[src/rtl/dsp_op_sequencer.sv]
// -----------------------------------------------------------------------------
// dsp_op_sequencer
//
// Initiator-side controller for one fracturable DSP multiply-accumulate slice.
// Accepts one operation request at a time on a valid/ready port. It latches the
// request fields onto the DSP operand pins and fires a single start pulse. It
// then checks that the DSP completion strobe arrives exactly at the
// mode-specific latency. The captured result (or an error) is returned on a
// valid/ready response port.
//
// Ports
//   clk, rst_n                 clock, asynchronous active-low reset
//   req_valid / req_ready      request handshake (ready only while idle)
//   req_mode, req_mac,         request fields: mode (00 half/half, 01 half/full,
//   req_shift, req_a,          10 full/full, 11 illegal), accumulate enable,
//   req_b, req_c               accumulator shift, operands A/B, addend C
//   dsp_start                  one-cycle start pulse to the DSP
//   dsp_mode .. dsp_cc         latched request fields driven to the DSP
//   dsp_out, dsp_done          DSP result and completion strobe
//   rsp_valid / rsp_ready      response handshake
//   rsp_data, rsp_err          captured result, error flag
//   proto_err                  sticky: completion strobe seen while not busy
// -----------------------------------------------------------------------------
module dsp_op_sequencer #(
    parameter int N = 9,
    parameter int M = 9
) (
    input  logic             clk,
    input  logic             rst_n,
    input  logic             req_valid,
    output logic             req_ready,
    input  logic [1:0]       req_mode,
    input  logic             req_mac,
    input  logic [1:0]       req_shift,
    input  logic [N-1:0]     req_a,
    input  logic [M-1:0]     req_b,
    input  logic [N+M-1:0]   req_c,
    output logic             dsp_start,
    output logic [1:0]       dsp_mode,
    output logic             dsp_mac,
    output logic [1:0]       dsp_shift,
    output logic [N-1:0]     dsp_aa,
    output logic [M-1:0]     dsp_bb,
    output logic [N+M-1:0]   dsp_cc,
    input  logic [N+M-1:0]   dsp_out,
    input  logic             dsp_done,
    output logic             rsp_valid,
    input  logic             rsp_ready,
    output logic [N+M-1:0]   rsp_data,
    output logic             rsp_err,
    output logic             proto_err
);

    localparam int W = N + M;

    typedef enum logic [1:0] {
        ST_IDLE  = 2'd0,
        ST_ISSUE = 2'd1,
        ST_WAIT  = 2'd2,
        ST_RESP  = 2'd3
    } state_t;

    // Cycles from the start cycle to the expected completion strobe.
    function automatic logic [2:0] exp_latency(input logic [1:0] mode);
        logic [2:0] lat;
        case (mode)
            2'b00:   lat = 3'd0;
            2'b01:   lat = 3'd1;
            2'b10:   lat = 3'd3;
            default: lat = 3'd0;
        endcase
        return lat;
    endfunction

    state_t         state_r, state_nxt_s;
    logic [2:0]     cnt_r, cnt_nxt_s;
    logic           ready_r, ready_nxt_s;
    logic           start_r, start_nxt_s;
    logic           rsp_valid_r, rsp_valid_nxt_s;
    logic [W-1:0]   rsp_data_r, rsp_data_nxt_s;
    logic           rsp_err_r, rsp_err_nxt_s;
    logic           proto_err_r, proto_err_nxt_s;
    logic [1:0]     mode_r;
    logic           mac_r;
    logic [1:0]     shift_r;
    logic [N-1:0]   aa_r;
    logic [M-1:0]   bb_r;
    logic [W-1:0]   cc_r;
    logic           accept_s;
    logic [2:0]     lat_s;

    // The latched mode decides the latency for the operation in flight.
    assign lat_s    = exp_latency(mode_r);
    assign accept_s = (state_r == ST_IDLE) && req_valid;

    // State register.
    always_ff @(posedge clk or negedge rst_n) begin
        if (!rst_n) begin
            state_r <= ST_IDLE;
        end else begin
            state_r <= state_nxt_s;
        end
    end

    // Next-state decode.
    always_comb begin
        state_nxt_s = state_r;
        case (state_r)
            ST_IDLE: begin
                if (accept_s) begin
                    // An illegal mode is answered directly, without touching the DSP.
                    state_nxt_s = (req_mode == 2'b11) ? ST_RESP : ST_ISSUE;
                end else begin
                    state_nxt_s = ST_IDLE;
                end
            end
            ST_ISSUE: begin
                // Zero-latency modes must complete in the start cycle. A strobe in
                // the start cycle of a longer mode is an error. Both cases end here.
                if ((lat_s == 3'd0) || dsp_done) begin
                    state_nxt_s = ST_RESP;
                end else begin
                    state_nxt_s = ST_WAIT;
                end
            end
            ST_WAIT: begin
                if (dsp_done || (cnt_r == lat_s)) begin
                    state_nxt_s = ST_RESP;
                end else begin
                    state_nxt_s = ST_WAIT;
                end
            end
            ST_RESP: begin
                if (rsp_ready) begin
                    state_nxt_s = ST_IDLE;
                end else begin
                    state_nxt_s = ST_RESP;
                end
            end
            default: state_nxt_s = ST_IDLE;
        endcase
    end

    // Next values for the counter and all registered outputs.
    always_comb begin
        cnt_nxt_s       = cnt_r;
        rsp_data_nxt_s  = rsp_data_r;
        rsp_err_nxt_s   = rsp_err_r;
        start_nxt_s     = (state_nxt_s == ST_ISSUE);
        rsp_valid_nxt_s = (state_nxt_s == ST_RESP);
        ready_nxt_s     = (state_nxt_s == ST_IDLE);
        // A strobe while nothing is in flight means the DSP and sequencer disagree.
        proto_err_nxt_s = proto_err_r |
                          (dsp_done && ((state_r == ST_IDLE) || (state_r == ST_RESP)));
        case (state_r)
            ST_IDLE: begin
                cnt_nxt_s = 3'd0;
                if (accept_s && (req_mode == 2'b11)) begin
                    rsp_data_nxt_s = {W{1'b0}};
                    rsp_err_nxt_s  = 1'b1;
                end else begin
                    rsp_data_nxt_s = rsp_data_r;
                    rsp_err_nxt_s  = rsp_err_r;
                end
            end
            ST_ISSUE: begin
                cnt_nxt_s = 3'd1;
                if ((lat_s == 3'd0) && dsp_done) begin
                    rsp_data_nxt_s = dsp_out;
                    rsp_err_nxt_s  = 1'b0;
                end else if ((lat_s == 3'd0) || dsp_done) begin
                    rsp_data_nxt_s = {W{1'b0}};
                    rsp_err_nxt_s  = 1'b1;
                end else begin
                    rsp_data_nxt_s = rsp_data_r;
                    rsp_err_nxt_s  = rsp_err_r;
                end
            end
            ST_WAIT: begin
                if (dsp_done && (cnt_r == lat_s)) begin
                    rsp_data_nxt_s = dsp_out;
                    rsp_err_nxt_s  = 1'b0;
                end else if (dsp_done || (cnt_r == lat_s)) begin
                    // Early strobe or timeout.
                    rsp_data_nxt_s = {W{1'b0}};
                    rsp_err_nxt_s  = 1'b1;
                end else begin
                    cnt_nxt_s = cnt_r + 3'd1;
                end
            end
            ST_RESP: begin
                cnt_nxt_s = cnt_r;
            end
            default: begin
                cnt_nxt_s = 3'd0;
            end
        endcase
    end

    // Output, counter and status registers.
    always_ff @(posedge clk or negedge rst_n) begin
        if (!rst_n) begin
            cnt_r       <= 3'd0;
            ready_r     <= 1'b1;
            start_r     <= 1'b0;
            rsp_valid_r <= 1'b0;
            rsp_data_r  <= {W{1'b0}};
            rsp_err_r   <= 1'b0;
            proto_err_r <= 1'b0;
        end else begin
            cnt_r       <= cnt_nxt_s;
            ready_r     <= ready_nxt_s;
            start_r     <= start_nxt_s;
            rsp_valid_r <= rsp_valid_nxt_s;
            rsp_data_r  <= rsp_data_nxt_s;
            rsp_err_r   <= rsp_err_nxt_s;
            proto_err_r <= proto_err_nxt_s;
        end
    end

    // Request field latch; the DSP pins stay put until the next accepted request.
    always_ff @(posedge clk or negedge rst_n) begin
        if (!rst_n) begin
            mode_r  <= 2'b00;
            mac_r   <= 1'b0;
            shift_r <= 2'b00;
            aa_r    <= {N{1'b0}};
            bb_r    <= {M{1'b0}};
            cc_r    <= {W{1'b0}};
        end else if (accept_s) begin
            mode_r  <= req_mode;
            mac_r   <= req_mac;
            shift_r <= req_shift;
            aa_r    <= req_a;
            bb_r    <= req_b;
            cc_r    <= req_c;
        end else begin
            mode_r  <= mode_r;
            mac_r   <= mac_r;
            shift_r <= shift_r;
            aa_r    <= aa_r;
            bb_r    <= bb_r;
            cc_r    <= cc_r;
        end
    end

    assign req_ready = ready_r;
    assign dsp_start = start_r;
    assign dsp_mode  = mode_r;
    assign dsp_mac   = mac_r;
    assign dsp_shift = shift_r;
    assign dsp_aa    = aa_r;
    assign dsp_bb    = bb_r;
    assign dsp_cc    = cc_r;
    assign rsp_valid = rsp_valid_r;
    assign rsp_data  = rsp_data_r;
    assign rsp_err   = rsp_err_r;
    assign proto_err = proto_err_r;

endmodule

[config.mk]
export PLATFORM = sky130hd
export DESIGN_NAME = dsp_op_sequencer
export DESIGN_NICKNAME = d
export VERILOG_FILES = /design/src/rtl/dsp_op_sequencer.sv
export SDC_FILE = /design/constraint.sdc
export NUM_CORES = 1
export LEC_CHECK = 0
export ABC_AREA = 1
export BUFFER_PORTS_ARGS = -buffer_cell sky130_fd_sc_hd__buf_2
export CAP_MARGIN = 30
export CORE_ASPECT_RATIO = 1.4
export CORE_UTILIZATION = 48
export DETAILED_ROUTE_END_ITERATION = 6
export PLACE_DENSITY = 0.86
export SETUP_SLACK_MARGIN = 0.5
export SLEW_MARGIN = 20
export SYNTH_ARGS = -nofsm -noshare
export SYNTH_HDL_FRONTEND = slang
export SYNTH_SLANG_ARGS = --single-unit
[constraint.sdc]
create_clock -name clk -period 2.3 [get_ports clk]
set_input_delay 0.46 -clock clk [delete_from_list [all_inputs] [get_ports clk]]
set_output_delay 0.46 -clock clk [all_outputs]
set_load 0.03 [all_outputs]
Word level (Yosys, flattened, before mapping):

Index checks and enable logic that the tools add are counted.

* add/subtract/negate cells: 1
* equal/unequal tests: 14
* muxes and demuxes: 22
* bitwise operators: 2
* reductions and logical operators: 14

Operators with widths (count)
* 18-bit 2-to-1 mux: 5
* 18-bit one-hot mux with 3 select lines: 1
* 2-bit == test (second input constant): 5
* 3-bit one-hot mux with 3 select lines: 1
* 2-bit one-hot mux with 4 select lines: 1
* 1-bit 2-to-1 mux: 7
* 2-bit by 1-bit == test with 1-bit output (second input constant): 3
* 2-bit 2-to-1 mux: 3
* 3-bit 2-to-1 mux: 2
* 3-bit != test (second input constant): 2
* 1-bit logical AND: 5
* 2-bit logical NOT: 2
* 2-bit != test (second input constant): 2
* 2-bit one-hot mux with 2 select lines: 1
* 4-bit AND reduction: 1
* 3-bit by 1-bit adder with 3-bit output (second input constant): 1
* 3-bit == test: 1
* 3-bit logical NOT: 1
* 1-bit logical OR: 3
* 1-bit one-hot mux with 3 select lines: 1
* 3-bit AND reduction: 1
* 3-bit nonzero test: 1
* 2-bit by 1-bit != test with 1-bit output (second input constant): 1
* 1-bit inverter: 1
* 1-bit OR: 1

* bits in registers: 69
* output and inout port bits: 64

Longest topological paths before layout:

* depth after elaboration: 7
* gate-level depth with buffers: 12
* gate-level depth less buffers: 11

Worst setup path after synthesis:

OpenSTA, ideal clock, no wires.

* path type: reg2reg
* start: register mode_r[0], in the netlist dsp_mode[0]
* end: register rsp_data_r[0], in the netlist rsp_data[0]
* library setup time: 0.132 ns
* arrival: 1.755 ns
* required time: 2.168 ns
* slack: 0.413 ns
* stages on the path, launching flop included: 12
* path buffers: 1
* period minus slack after synthesis: 1.887 ns
* cells stage by stage: dfrtp_1 inv_1 ha_1 inv_1 nand2_1 nand2_1 nor2_1 nand3_1 nand2_1 inv_1 clkbuf_1 o21ai_1

* cells in the longest elaborated chain, start to end: 6
* elaborated cells between the ends (all ways): 15
* those cells by class: 5 x eq/ne; 4 x mux; 6 x reduce/logical

Ends and longest elaborated chain
* start, declared: RTL line 83 `logic [1:0] mode_r;`
* start signal, assigned: RTL line 231 `mode_r <= req_mode;`
* start signal, assigned: RTL line 238 `mode_r <= mode_r;`
* 2-bit == test / 2-bit by 1-bit == test with 1-bit output (equally long branches): RTL line 66 `case (mode)`
* 2-bit one-hot mux with 2 select lines *: RTL line 66
* 3-bit == test / 3-bit logical NOT (equally long branches)
* 1-bit logical OR (tied with other cells): RTL line 183 `end else if (dsp_done || (cnt_r == lat_s)) begin`
* 3-bit != test (no line) (tied with other cells)
* 4-bit AND reduction (no line) / 18-bit one-hot mux with 3 select lines (equally long branches)
* end signal, assigned: RTL line 207 `rsp_data_r <= {W{1'b0}};`
* end signal, assigned: RTL line 215 `rsp_data_r <= rsp_data_nxt_s;`
* end, declared: RTL line 80 `logic [W-1:0] rsp_data_r, rsp_data_nxt_s;`

Every way passes the cells marked *; elsewhere a longest branch is shown, timed or not.
A chain may end at the register's enable or synchronous reset.

Worst setup path after layout:

* start: register mode_r[0], in the netlist dsp_mode[0]
* end: register rsp_err_r, in the netlist rsp_err

* cells in the longest elaborated chain, start to end: 6
* elaborated cells between the ends (all ways): 15
* those cells by class: 5 x eq/ne; 4 x mux; 6 x reduce/logical

Ends and longest elaborated chain
* 2-bit == test / 2-bit by 1-bit == test with 1-bit output (equally long branches): RTL line 66
* 2-bit one-hot mux with 2 select lines *: RTL line 66
* 3-bit == test / 3-bit logical NOT (equally long branches)
* 1-bit logical OR (tied with other cells): RTL line 183
* 3-bit != test (no line) (tied with other cells)
* 4-bit AND reduction (no line) / 1-bit one-hot mux with 3 select lines (equally long branches)
* end signal, assigned: RTL line 216 `rsp_err_r <= rsp_err_nxt_s;`
* end, declared: RTL line 81 `logic rsp_err_r, rsp_err_nxt_s;`

Marked as above.

==> parameters.txt <==
Parameter                              Value

Critical path
  Required time of the critical path ... about 2.5 ns
  Worst Reg-to-Reg Cells ... 11
  FF-to-FF setup slack ... just under 0.6 ns
  Crit path launch type ... flip-flop
  Source of the worst register-to-register timing path ... dsp_mode[0]$_DFFE_PN0N_
  Path type of the worst setup path ... reg -> reg
  Data arrival time of the critical path ... around 2.0 ns
  End of the worst register-to-register path ... rsp_err$_DFFE_PN0P_
  Maximum fanout count along the critical path ... 10
  Endpoint kind of the worst setup timing path ... flip-flop

Route
  Total via count after detailed routing ... roughly 3000
  Drt total wl ... 7660 um
  Violation count after the first detailed-routing iteration ... 164
  Number of optimization iterations in the first detailed-route pass ... 4
  Average detailed-routed wire length per instance ... approximately 13 um
  Average via count per standard cell ... between 4 and 5
  Post-route DRC violation count ... 0
  Antenna viol nets, final ... 0

Logic synthesis
  Area fraction of the dominant cell type after synthesis ... 0.552
  Syn_nets ... between 400 and 500
  Post-synthesis cell type with the largest combined area ... sky130_fd_sc_hd__dfrtp_1
  Synth warnings ... 0
  Netlist cell types ... 23
  Cell types occupying the most area after synthesis ... sky130_fd_sc_hd__dfrtp_1, sky130_fd_sc_hd__nand2_1, sky130_fd_sc_hd__inv_1
  Fraction of the yosys area taken by sequential cells ... 0.560
  Post-synthesis cell count ... between 300 and 400
  Post-synthesis instance area ... just over 3000 um2
  Average cell area after synthesis ... between 8 and 9 um2
  Flip-flop and latch count after synthesis ... 69

STA
  Total negative setup slack ... 0 ns
  Share of the cycle needed by the critical path after routing ... 0.749
  Final setup violation count ... 0
  Max-slew headroom ... 0.611
  Number of hold-slack violations in the final timing report ... 0
  Worst clock skew on the final layout ... around 0.013 ns
  Timing-limited maximum frequency ... slightly below 600 MHz
  Actual slew at the worst max-slew pin ... roughly 0.58 ns
  Post-route minimum period ... 1.72 ns
  Worst hold slack across all endpoints ... ~0.11 ns
  Number of slew-limit violations in the final report ... 0
  Unrepaired setup endpoints after global routing ... yes

Clock network
  Root buf cell ... sky130_fd_sc_hd__clkbuf_8
  Clock-pin slew reported for the worst setup and hold paths after clock tree synthesis ... ~0.080 ns
  Clock network latency to the later pin of the worst-skew pair ... between 0.3 and 0.4 ns
  CTS max path bufs ... 2
  CTS tree ... yes
  Cts-stage hold buffer count ... 0
  CTS HTree Levels ... 3
  CTS sink count ... 69
  Total clock buffers created by CTS ... 9

Floorplan
  Std-Cell Core Area ... ~6200 um2
  Num ports ... roughly 130
  Cell row count ... 34
  Overall die height ... 96.9 um
  Initial cell density of the core ... 0.497
  Floorplan die area ... 6760 um2
  Overall die width ... 69.8 um

Outcome
  Run status ... complete, no violations

Placement
  Placed wire-length estimate after detailed placement ... 5070 um
  Weighted congestion at the end of routability-driven global placement ... 0.844
  Port Buffers ... roughly 130

Pwr
  LEAKAGE ... 2.45 nW
  Power density over the cells ... roughly 1600 nW/um2
  Largest vdd supply drop ... 0.000948 V

Global routing
  Maximum number of pins on one net before global-route repair ... 43
  Wire length of the first global-routing pass ... roughly 12000 um
  Total global routing track utilization ... 0.227
  Global route overflow ... 0
  Number of global-route vias before repair ... 2832
  Antenna violations before repair ... 0

Worst hold path
  Worst min-delay path class ... in -> async

Final layout
  Fraction of final layout cells with drive strength greater than 1 ... 0.347
  Final #Nets ... slightly below 600
  Final antenna diode count ... 0
  Area added between synthesis and finish ... 35.6%

Run
  Maximum capacitance violations ... 0
[placed cells by master, fill, tap and decap left out, types with 2 or more instances in the layout]
| cell type | instances |
|---|---|
| sky130_fd_sc_hd__clkinv_2 | 2 |
| sky130_fd_sc_hd__nor2_1 | 3 |
| sky130_fd_sc_hd__ha_1 | 5 |
| sky130_fd_sc_hd__nand2_1 | 183 |
| sky130_fd_sc_hd__nand2_2 | 2 |
| sky130_fd_sc_hd__buf_4 | 8 |
| sky130_fd_sc_hd__dfrtp_2 | 2 |
| sky130_fd_sc_hd__buf_2 | 127 |
| sky130_fd_sc_hd__clkbuf_8 | 10 |
| sky130_fd_sc_hd__inv_1 | 28 |
| sky130_fd_sc_hd__nand3_2 | 2 |
| sky130_fd_sc_hd__clkinvlp_4 | 4 |
| sky130_fd_sc_hd__o21bai_1 | 2 |
| sky130_fd_sc_hd__dfrtp_1 | 66 |
| sky130_fd_sc_hd__o21ai_1 | 13 |
| sky130_fd_sc_hd__buf_12 | 2 |
| sky130_fd_sc_hd__nand3_1 | 22 |
| sky130_fd_sc_hd__ha_4 | 2 |
| sky130_fd_sc_hd__buf_8 | 2 |
| sky130_fd_sc_hd__a21oi_1 | 3 |
| sky130_fd_sc_hd__inv_2 | 4 |
| sky130_fd_sc_hd__o21ai_0 | 10 |
[metrics by stage]
step                setup WS, ns  cells  area (um2)  power (mW)   util
global route               0.479    591        4180        7.33  0.674
CTS                        0.508    585        4040        6.45  0.651
global placement           0.260    566        3780        5.19  0.609
detailed placement         0.128    566        3780        5.30  0.609
finish                     0.577    591        4180        6.85  0.674
floorplan                  0.529    377        3090        4.44      -
[power by group]
group	switching, mW	leakage, nW	internal, mW
registers	0.290	0.881	1.71
clock network	0.469	0.0943	0.526
logic	2.56	1.47	1.29
[how the worst max path moves through the flow]
| stage | from | end | slack, ns | depth (start not counted) |
|---|---|---|---|---|
| 6_report | dsp_mode[0]$_DFFE_PN0N_ | rsp_err$_DFFE_PN0P_ | 0.58 | 11 |
| 5_1_grt | dsp_mode[1]$_DFFE_PN0N_ | rsp_data[17]$_DFFE_PN0P_ | 0.48 | 10 |
| 4_1_cts | state_r[0]$_DFF_PN0_ | rsp_data[11]$_DFFE_PN0P_ | 0.51 | 9 |
| 3_5_place_dp | state_r[0]$_DFF_PN0_ | rsp_data[7]$_DFFE_PN0P_ | 0.13 | 9 |
| 3_3_place_gp | state_r[0]$_DFF_PN0_ | rsp_data[11]$_DFFE_PN0P_ | 0.26 | 9 |
| 2_1_floorplan | dsp_mode[0]$_DFFE_PN0N_ | rsp_data[0]$_DFFE_PN0P_ | 0.53 | 10 |
[synth_stat cells]
| cell type | number |
|---|---|
| sky130_fd_sc_hd__a21oi_4 | 1 |
| sky130_fd_sc_hd__nor2_1 | 4 |
| sky130_fd_sc_hd__o21ai_1 | 10 |
| sky130_fd_sc_hd__buf_6 | 2 |
| sky130_fd_sc_hd__nand3_1 | 23 |
| sky130_fd_sc_hd__a21oi_1 | 3 |
| sky130_fd_sc_hd__buf_2 | 2 |
| sky130_fd_sc_hd__nand4_1 | 1 |
| sky130_fd_sc_hd__or2_2 | 1 |
| sky130_fd_sc_hd__nor3_1 | 1 |
| sky130_fd_sc_hd__clkinv_1 | 1 |
| sky130_fd_sc_hd__nand3_2 | 2 |
| sky130_fd_sc_hd__inv_1 | 32 |
| sky130_fd_sc_hd__clkbuf_1 | 12 |
| sky130_fd_sc_hd__ha_1 | 8 |
| sky130_fd_sc_hd__o21bai_1 | 3 |
| sky130_fd_sc_hd__a21boi_0 | 1 |
| sky130_fd_sc_hd__nand2_2 | 2 |
| sky130_fd_sc_hd__dfstp_2 | 1 |
| sky130_fd_sc_hd__dfrtp_1 | 68 |
| sky130_fd_sc_hd__inv_2 | 1 |
| sky130_fd_sc_hd__nand2_1 | 184 |
| sky130_fd_sc_hd__o21ai_0 | 14 |
[final cells by class]
cell class                      instances  area, um2
Timing Repair Buffer                  141        802
Clock buffer                           10        138
Fill cell                             493       2030
Multi-Input combinational cell        259       1230
Tap cell                               72       90.1
Clock inverter                          6       62.6
Inverter                               34        131
Sequential cell                        69       1730
[critical path, stage by stage (launching register included)]
cell and delay, ns:
sky130_fd_sc_hd__dfrtp_2 0.41, sky130_fd_sc_hd__inv_2 0.08, sky130_fd_sc_hd__ha_4 0.21, sky130_fd_sc_hd__inv_1 0.10, sky130_fd_sc_hd__nand2_1 0.09, sky130_fd_sc_hd__o21bai_2 0.19, sky130_fd_sc_hd__a21oi_4 0.08, sky130_fd_sc_hd__buf_12 0.14
sky130_fd_sc_hd__nand2_8 0.08, sky130_fd_sc_hd__clkinv_1 0.08, sky130_fd_sc_hd__nand2_1 0.09, sky130_fd_sc_hd__nand2_1 0.06
[registers in the layout (all words and copies together), names as in the netlist]
signal and flops:
cnt_r 3, dsp_aa 9, dsp_bb 9, dsp_cc 18, dsp_mac 1, dsp_mode 2
dsp_shift 2, dsp_start 1, proto_err 1, req_ready 1, rsp_data 18, rsp_err 1
rsp_valid 1, state_r 2
[routing by layer]
metal | track usage | up-vias | share of wire
met4 | 0.100 | 0 | 0.015
met2 | 0.386 | 143 | 0.51
met5 | 0 | - | 0
met1 | 0.270 | 1357 | 0.40
met3 | 0.0563 | 10 | 0.081
li1 | - | 1429 | -
[cell families (layout without fill, tap and decap cells)]
logic type | after synthesis | in the layout | synth area share
and+or+nand+nor | 218 | 219 | 0.282
DFF | 69 | 69 | 0.560
buffers and inverters | 50 | 191 | 0.0665
AOI/OAI and AO/OA | 32 | 32 | 0.0588
adders and majority gates | 8 | 8 | 0.0324
[what timing repair did]
item | 4_1_cts | 5_1_grt
endpoints found under the setup margin | 19 | 20
gates resized for setup | 4 | 22
pin swaps | 0 | 5
endpoints found under the hold margin | 0 | 0
cloned | 0 | 2
setup buffers | 3 | 4
Note: power is estimated with default switching activity, not from simulation.
